<file path="src/rtl/pattern_merge_bist_ctrl.sv">
// BIST sequencer: resets the pattern netlist, drives LFSR vectors, compacts responses into a MISR.
// Optional signature comparator enabled by defining PMG_SIG_COMPARE_EN.
module pattern_merge_bist_ctrl #(
   parameter int          IN_W         = 11,
   parameter int          OUT_W        = 10,
   parameter int          NUM_PATTERNS = 256,
   parameter int          DUT_LAT      = 2,
   parameter int          RST_CYC      = 2,
   parameter logic [15:0] SEED         = 16'hACE1,
   parameter logic [15:0] GOLDEN_SIG   = 16'h0000
) (
   input  logic             blif_clk_net,
   input  logic             blif_reset_net,
   input  logic             start,
   input  logic             abort,
   output logic             dut_rst_n,
   output logic [IN_W-1:0]  dut_in,
   input  logic [OUT_W-1:0] dut_out,
   output logic             busy,
   output logic             done,
   output logic [15:0]      sig,
   output logic             pass
);

   localparam int PC_W   = $clog2(NUM_PATTERNS + 1);
   localparam int CC_MAX = (RST_CYC > DUT_LAT) ? RST_CYC : DUT_LAT;
   localparam int CC_W   = $clog2(CC_MAX + 1);

   typedef enum logic [2:0] {IDLE, RSTD, RUN, DRAIN, DONE} state_t;

   state_t            state, state_nxt;
   logic [15:0]       lfsr, misr, misr_nxt;
   logic [PC_W-1:0]   pat_cnt, pat_nxt;
   logic [CC_W-1:0]   cyc_cnt;
   logic [DUT_LAT:1]  vld_pipe;
   logic              lfsr_fb, misr_fb, active, abort_hit, capture;

   assign lfsr_fb   = lfsr[15] ^ lfsr[13] ^ lfsr[12] ^ lfsr[10];
   assign misr_fb   = misr[15] ^ misr[13] ^ misr[12] ^ misr[10];
   assign misr_nxt  = {misr[14:0], misr_fb} ^ 16'(dut_out);
   assign pat_nxt   = pat_cnt + PC_W'(1);
   assign active    = (state == RSTD) || (state == RUN) || (state == DRAIN);
   assign abort_hit = active && abort;
   assign capture   = vld_pipe[DUT_LAT];

   assign busy      = (state != IDLE);
   assign done      = (state == DONE);
   assign dut_rst_n = (state != RSTD);
   assign dut_in    = lfsr[IN_W-1:0];
   assign sig       = misr;

   always_comb begin
      state_nxt = state;
      case (state)
         IDLE:    if (start) state_nxt = RSTD;
         RSTD:    if (cyc_cnt == CC_W'(RST_CYC - 1)) state_nxt = RUN;
         RUN:     if (pat_nxt == PC_W'(NUM_PATTERNS)) state_nxt = DRAIN;
         DRAIN:   if (cyc_cnt == CC_W'(DUT_LAT - 1)) state_nxt = DONE;
         DONE:    state_nxt = IDLE;
         default: state_nxt = IDLE;
      endcase
      if (abort_hit) state_nxt = IDLE;
   end

   always_ff @(posedge blif_clk_net) begin
      if (!blif_reset_net) begin
         state    <= IDLE;
         lfsr     <= SEED;
         misr     <= '0;
         pat_cnt  <= '0;
         cyc_cnt  <= '0;
         vld_pipe <= '0;
      end else begin
         state <= state_nxt;
         // cyc_cnt only times RSTD and DRAIN; it restarts on every state change
         if (state_nxt == state && (state == RSTD || state == DRAIN))
            cyc_cnt <= cyc_cnt + CC_W'(1);
         else
            cyc_cnt <= '0;
         if (abort_hit) begin
            vld_pipe <= '0;
         end else begin
            vld_pipe[1] <= (state == RUN);
            for (int i = 2; i <= DUT_LAT; i++) vld_pipe[i] <= vld_pipe[i-1];
         end
         if (capture) misr <= misr_nxt;
         if (state == RUN) begin
            lfsr    <= {lfsr[14:0], lfsr_fb};
            pat_cnt <= pat_nxt;
         end
         if (state == IDLE && start) begin
            lfsr    <= SEED;
            misr    <= '0;
            pat_cnt <= '0;
         end
      end
   end

`ifdef PMG_SIG_COMPARE_EN
   // final capture lands on the DONE-entry edge, so compare against the incoming value
   always_ff @(posedge blif_clk_net) begin
      if (!blif_reset_net)
         pass <= 1'b0;
      else if ((state == IDLE && start) || abort_hit)
         pass <= 1'b0;
      else if (state_nxt == DONE && state != DONE)
         pass <= ((capture ? misr_nxt : misr) == GOLDEN_SIG);
   end
`else
   logic unused_golden;
   assign unused_golden = ^GOLDEN_SIG;
   assign pass          = 1'b0;
`endif

endmodule

</file>
<file path="config.mk">
export PLATFORM = sky130hd
export DESIGN_NAME = pattern_merge_bist_ctrl
export DESIGN_NICKNAME = d
export VERILOG_FILES = /design/src/rtl/pattern_merge_bist_ctrl.sv
export SDC_FILE = /design/constraint.sdc
export NUM_CORES = 1
export LEC_CHECK = 0
export BUFFER_PORTS_ARGS = -buffer_cell sky130_fd_sc_hd__buf_2
export CAP_MARGIN = 40
export CORE_MARGIN = 8
export CORE_UTILIZATION = 45
export CTS_CLUSTER_SIZE = 24
export DETAILED_ROUTE_END_ITERATION = 6
export GPL_TIMING_DRIVEN = 0
export PLACE_DENSITY = 0.77
export SLEW_MARGIN = 25
export SYNTH_ARGS = -nofsm -noshare
export SYNTH_HDL_FRONTEND = slang
export SYNTH_SLANG_ARGS = --single-unit
</file>
<file path="constraint.sdc">
create_clock -name blif_clk_net -period 2.05 [get_ports blif_clk_net]
set_input_delay 0.1025 -clock blif_clk_net [delete_from_list [all_inputs] [get_ports blif_clk_net]]
set_output_delay 0.1025 -clock blif_clk_net [all_outputs]
set_load 0.1 [all_outputs]
</file>
# After elaboration in Yosys (flattened, before gate mapping)
# Cells that the tools add are included.
dict set report op_classes {
  add_sub_neg 2
  mul 0
  div 0
  order_cmp 0
  n_eq_ne 8
  shift 0
  muxes 6
  bitwise 8
  reduce_logical 11
}
# operator n
set ops {}
lappend ops {{bitwise XOR 16 x 10 -> 16 bit} 1}
lappend ops {{2-to-1 mux 3 bit} 5}
lappend ops {{case mux 3 bit (4 select lines)} 1}
lappend ops {{adder 9 x 1 -> 9 bit (second input constant)} 1}
lappend ops {{== test 9 bit (second input constant)} 1}
lappend ops {{== test 3 x 2 -> 1 bit (second input constant)} 2}
lappend ops {{bitwise XOR 1 bit} 6}
lappend ops {{OR reduction 2 bit} 2}
lappend ops {{== test 3 x 1 -> 1 bit (second input constant)} 1}
lappend ops {{== test 3 bit} 1}
lappend ops {{== test 3 bit (second input constant)} 1}
lappend ops {{logical AND 1 bit} 3}
lappend ops {{zero test 3 bit} 1}
lappend ops {{logical OR 1 bit} 3}
lappend ops {{inequality test 3 x 1 -> 1 bit (second input constant)} 1}
lappend ops {{nonzero test 3 bit} 1}
lappend ops {{adder 2 x 1 -> 2 bit (second input constant)} 1}
lappend ops {{== test 2 x 1 -> 1 bit (second input constant)} 1}
lappend ops {{AND reduction 2 bit} 1}
lappend ops {{inverter 1 bit} 1}
dict set report word_totals {
  ff_bits 48
  latch_bits 0
  mem_bits_rw 0
  romBits 0
  input_bits 14
  out_inout_bits 31
  elab_cells 41
  mem_count 0
}

# Longest topological paths before layout
dict set report logic_depth {
  ltp_word 8
  ltp_mapped 7
  ltp_nobuf 7
}

# Worst setup path after synthesis
# Ideal clock, no wire load.
dict set report synth_timing {
  path_kind {flip-flop to flip-flop}
  start {register misr[15], in the netlist sig[15]}
  end {register misr[0], in the netlist sig[0]}
  setup_time_ns 0.128
  arrival_ns 1.470
  t_required_ns 1.922
  slack_ns 0.453
  stages_incl_launch_ff 5
  n_path_buf 0
  synth_period_minus_slack_ns 1.597
  path_cell_list {dfxtp_1 -> xnor2_1 -> xnor2_1 -> mux2i_1 -> nor2_1}
}
dict set report synth_between {
  elab_chain_cells 4
}
# element line_no
set synth_rtl {}
lappend synth_rtl {{from (decl)} 32} ;# logic [15:0] lfsr, misr, misr_nxt;
lappend synth_rtl {{from (signal assigned)} 86} ;# if (capture) misr <= misr_nxt;
lappend synth_rtl {{bitwise XOR 1 bit (3 in series)} 39} ;# assign misr_fb = misr[15] ^ misr[13] ^ misr[12] ^ misr[10];
lappend synth_rtl {{bitwise XOR 16 x 10 -> 16 bit} 40} ;# assign misr_nxt = {misr[14:0], misr_fb} ^ 16'(dut_out);
# No other way between the ends.
# A chain may end at the register's enable or synchronous reset.

# Worst setup path in the final report
dict set report layout_timing {
  start {register state[1]}
  end {register lfsr[0]}
}
dict set report layout_between {
  elab_chain_cells 3
  elab_cells_between_ends 4
  classes_between {eq/ne: 1; reduce/logical: 3}
}
# element line_no
set layout_rtl {}
lappend layout_rtl {{from (decl)} 31} ;# state_t state, state_nxt;
lappend layout_rtl {{from (signal assigned)} 74} ;# state <= state_nxt;
lappend layout_rtl {{zero test 3 bit} 91} ;# if (state == IDLE && start) begin
lappend layout_rtl {{logical AND 1 bit} 91}
lappend layout_rtl {{OR reduction 2 bit (no line)} --}
lappend layout_rtl {{to (signal assigned)} 88} ;# lfsr <= {lfsr[14:0], lfsr_fb};
lappend layout_rtl {{to (decl)} 32}
# Parallel ways exist; a longest one is shown, timed or not.

==> flow_summary.json <==
{
  "period_minus_slack_ns": 1.79,
  "critPathCaptureType": "register",
  "finalSetupTns_ns": 0,
  "fin_nets": 314,
  "rows": 25,
  "hold_ws_ns": 0.0844,
  "power_density_mw_per_mm2": 652,
  "cts_tree": "yes",
  "syn2layout_area_growth_pct": 17.7,
  "grt_max_degree": 16,
  "die_area_sq_mm": 0.00724,
  "synth_edf_count": 0,
  "hold_viol": 0,
  "crit_type": "reg -> reg",
  "cts_resized": 0,
  "drive_gt1_frac": 0.254,
  "required_ns": 2.23,
  "drv_slew": 0,
  "clock_latency_ns": 0.30,
  "drc": 0,
  "syn_inst": 248,
  "fmax_ghz": 0.560,
  "vias": 1736,
  "initial_core_util": 0.461,
  "synth_top_area_frac": 0.447,
  "synth.top_cells.by_count": "48 x dfxtp_1, 43 x nand2_1, 32 x nor2_1, 22 x xnor2_1, 18 x buf_4",
  "dp_slack_ns": 0.285,
  "diodes": 0,
  "grt_pass1_wl_mm": 7.49,
  "h-tree-depth": 2,
  "peakVddDrop_v": 0.000373,
  "synth_area_sq_mm": 0.00215,
  "yosysUniqueCellTypes": 35,
  "worstPathCellList": "or3b_4 -> clkbuf_1 -> clkbuf_1 -> nand2_1 -> o211ai_1",
  "antenna_found_initial": 0,
  "clock_path_buffers": 2,
  "fp.dieW_um": 85.1,
  "core_area_sq_mm": 0.00466,
  "maxCapViolCount": 0,
  "min_to": "state[0]",
  "worstSetupStartpointType": "register",
  "numPortBuffers": 43,
  "slew_headroom": 0.575,
  "status": "finished, final reports clean",
  "post_cts_buffers": 0,
  "met3_usage": 0.0502,
  "r2r_cells": 5,
  "post_drt_wl_per_cell_um": 12.2,
  "reg2reg_to": "lfsr[0]",
  "syn-num-nets": 264,
  "grt_remaining_overflow": 0,
  "dp_hpwl_mm": 3.19,
  "holdPathStages": 2,
  "drt_iter0_markers": 105,
  "first_global_vias": 1695,
  "rsz0062_at_grt": "no",
  "synth.most_common_cell": "dfxtp_1",
  "cts_buffers": 5,
  "ys_ff_latch": 48,
  "die_y_um": 85.1,
  "dr.pass1.iters": 4,
  "synthTopCellsByArea": "dfxtp_1 45%, xnor2_1 9.0%, nand2_1 7.5%",
  "setup_viol": 0,
  "busiest_layer": "met2",
  "clk_pin_slew_ns": 0.09,
  "crit_top_cell": "clkbuf_1",
  "p_leak_uw": 0.00102,
  "synth_top_cell_by_area": "dfxtp_1",
  "synthArstFlopShare": 0,
  "hold_buffers": 0,
  "place_inst": 345,
  "cpMaxStageDelayCell": "dfxtp_1",
  "p_total_uw": 1650,
  "cts_root_buffer": "clkbuf_8",
  "cp_num_buf_inv": 2,
  "synthFlopType": "dfxtp_1",
  "arrival_ns": 1.96,
  "viasPerCell": 4.92,
  "postSynthAreaPerCell_sq_um": 8.66,
  "hp-class": "in -> reg",
  "yosysWarnings": 0,
  "routabilityCongestion": 0.757,
  "min_from": "blif_reset_net",
  "crit_fanout": 10,
  "worst_slack_ns": 0.264,
  "max_stage_delay_ns": 0.47,
  "met2_usage": 0.187,
  "instances_no_fill": 353,
  "finalCritPeriodShare": 0.871,
  "cts.sinks": 48,
  "crit_family": "simple AND/OR/NAND/NOR gates",
  "globalRouteMet1Util": 0.156,
  "fin_skew_ns": 0.00883,
  "boundaryPins": 45,
  "worst_slew_pin_slew_ns": 0.635,
  "reg2reg_from": "state[1]",
  "ys_seq_area_frac": 0.447,
  "grtUsageTotal": 0.124,
  "antenna_left": 0,
  "wl_mm": 4.30,
  "rrSetupSlack_ns": 0.26
}
==> through the flow <==
step / utilization / area [sq um]
6_report: 0.543 / 2530
5_1_grt: 0.543 / 2530
4_1_cts: 0.543 / 2530
3_5_place_dp: 0.522 / 2430
3_3_place_gp: 0.522 / 2430
2_1_floorplan: - / 2150
==> final cells by class <==
cell class / instances / area [sq um]
multi-input combinational: 169 / 1000
clock buffer: 6 / 82.6
buffer: 29 / 178
sequential: 48 / 961
tap: 54 / 67.6
inverter: 2 / 7.51
timing repair buffer: 43 / 215
fill: 460 / 2130
clock inverter: 2 / 15.0
==> routing by layer <==
metal  part of all wire  wire length [um]
met1               0.48              2040
met5                  0                 0
met3              0.064               273
met2               0.45              1940
met4             0.0088                38
==> cells in the final DEF, fill, tap and decap left out, drive strengths merged, types with 3 or more instances in the layout <==
cell type / instances
xnor2: 22
a21oi: 9
nor2: 32
nor3: 5
nand3: 9
a211oi: 10
clkbuf: 15
and2: 3
buf: 63
dfxtp: 48
mux2i: 8
nand2: 43
xor2: 6
==> where the power goes <==
group	switching, uW	internal (uW)
registers	3.93	934
logic	75.3	33.9
clock network	327	273
==> how the worst max path moves through the flow <==
stage             start      end  slack (ns)  depth (start not counted)
3_3_place_gp   state[1]  lfsr[2]        0.32                          4
5_1_grt        state[1]  lfsr[1]        0.01                          4
6_report       state[1]  lfsr[0]        0.26                          5
2_1_floorplan   sig[15]   sig[0]        0.45                          4
4_1_cts        state[1]  lfsr[2]        0.25                          4
3_5_place_dp   state[1]  lfsr[2]        0.29                          4
==> state kept, by name (all words and copies together) (netlist names) <==
register	cells
cyc_cnt	2
lfsr	16
pat_cnt	9
sig	16
state	3
vld_pipe	2
==> cells by family after synthesis <==
| logic type | count (synthesis) | synth area share |
|---|---|---|
| and+or+nand+nor | 107 | 0.230 |
| DFF | 48 | 0.447 |
| buffers and inverters | 31 | 0.0862 |
| xor gates and xnor gates | 28 | 0.114 |
| AOI/OAI and AO/OA | 23 | 0.0716 |
| muxes | 8 | 0.0373 |
| adders and majority gates | 2 | 0.0116 |
| other | 1 | 0.00175 |
Power figures use the tool's default switching activity.
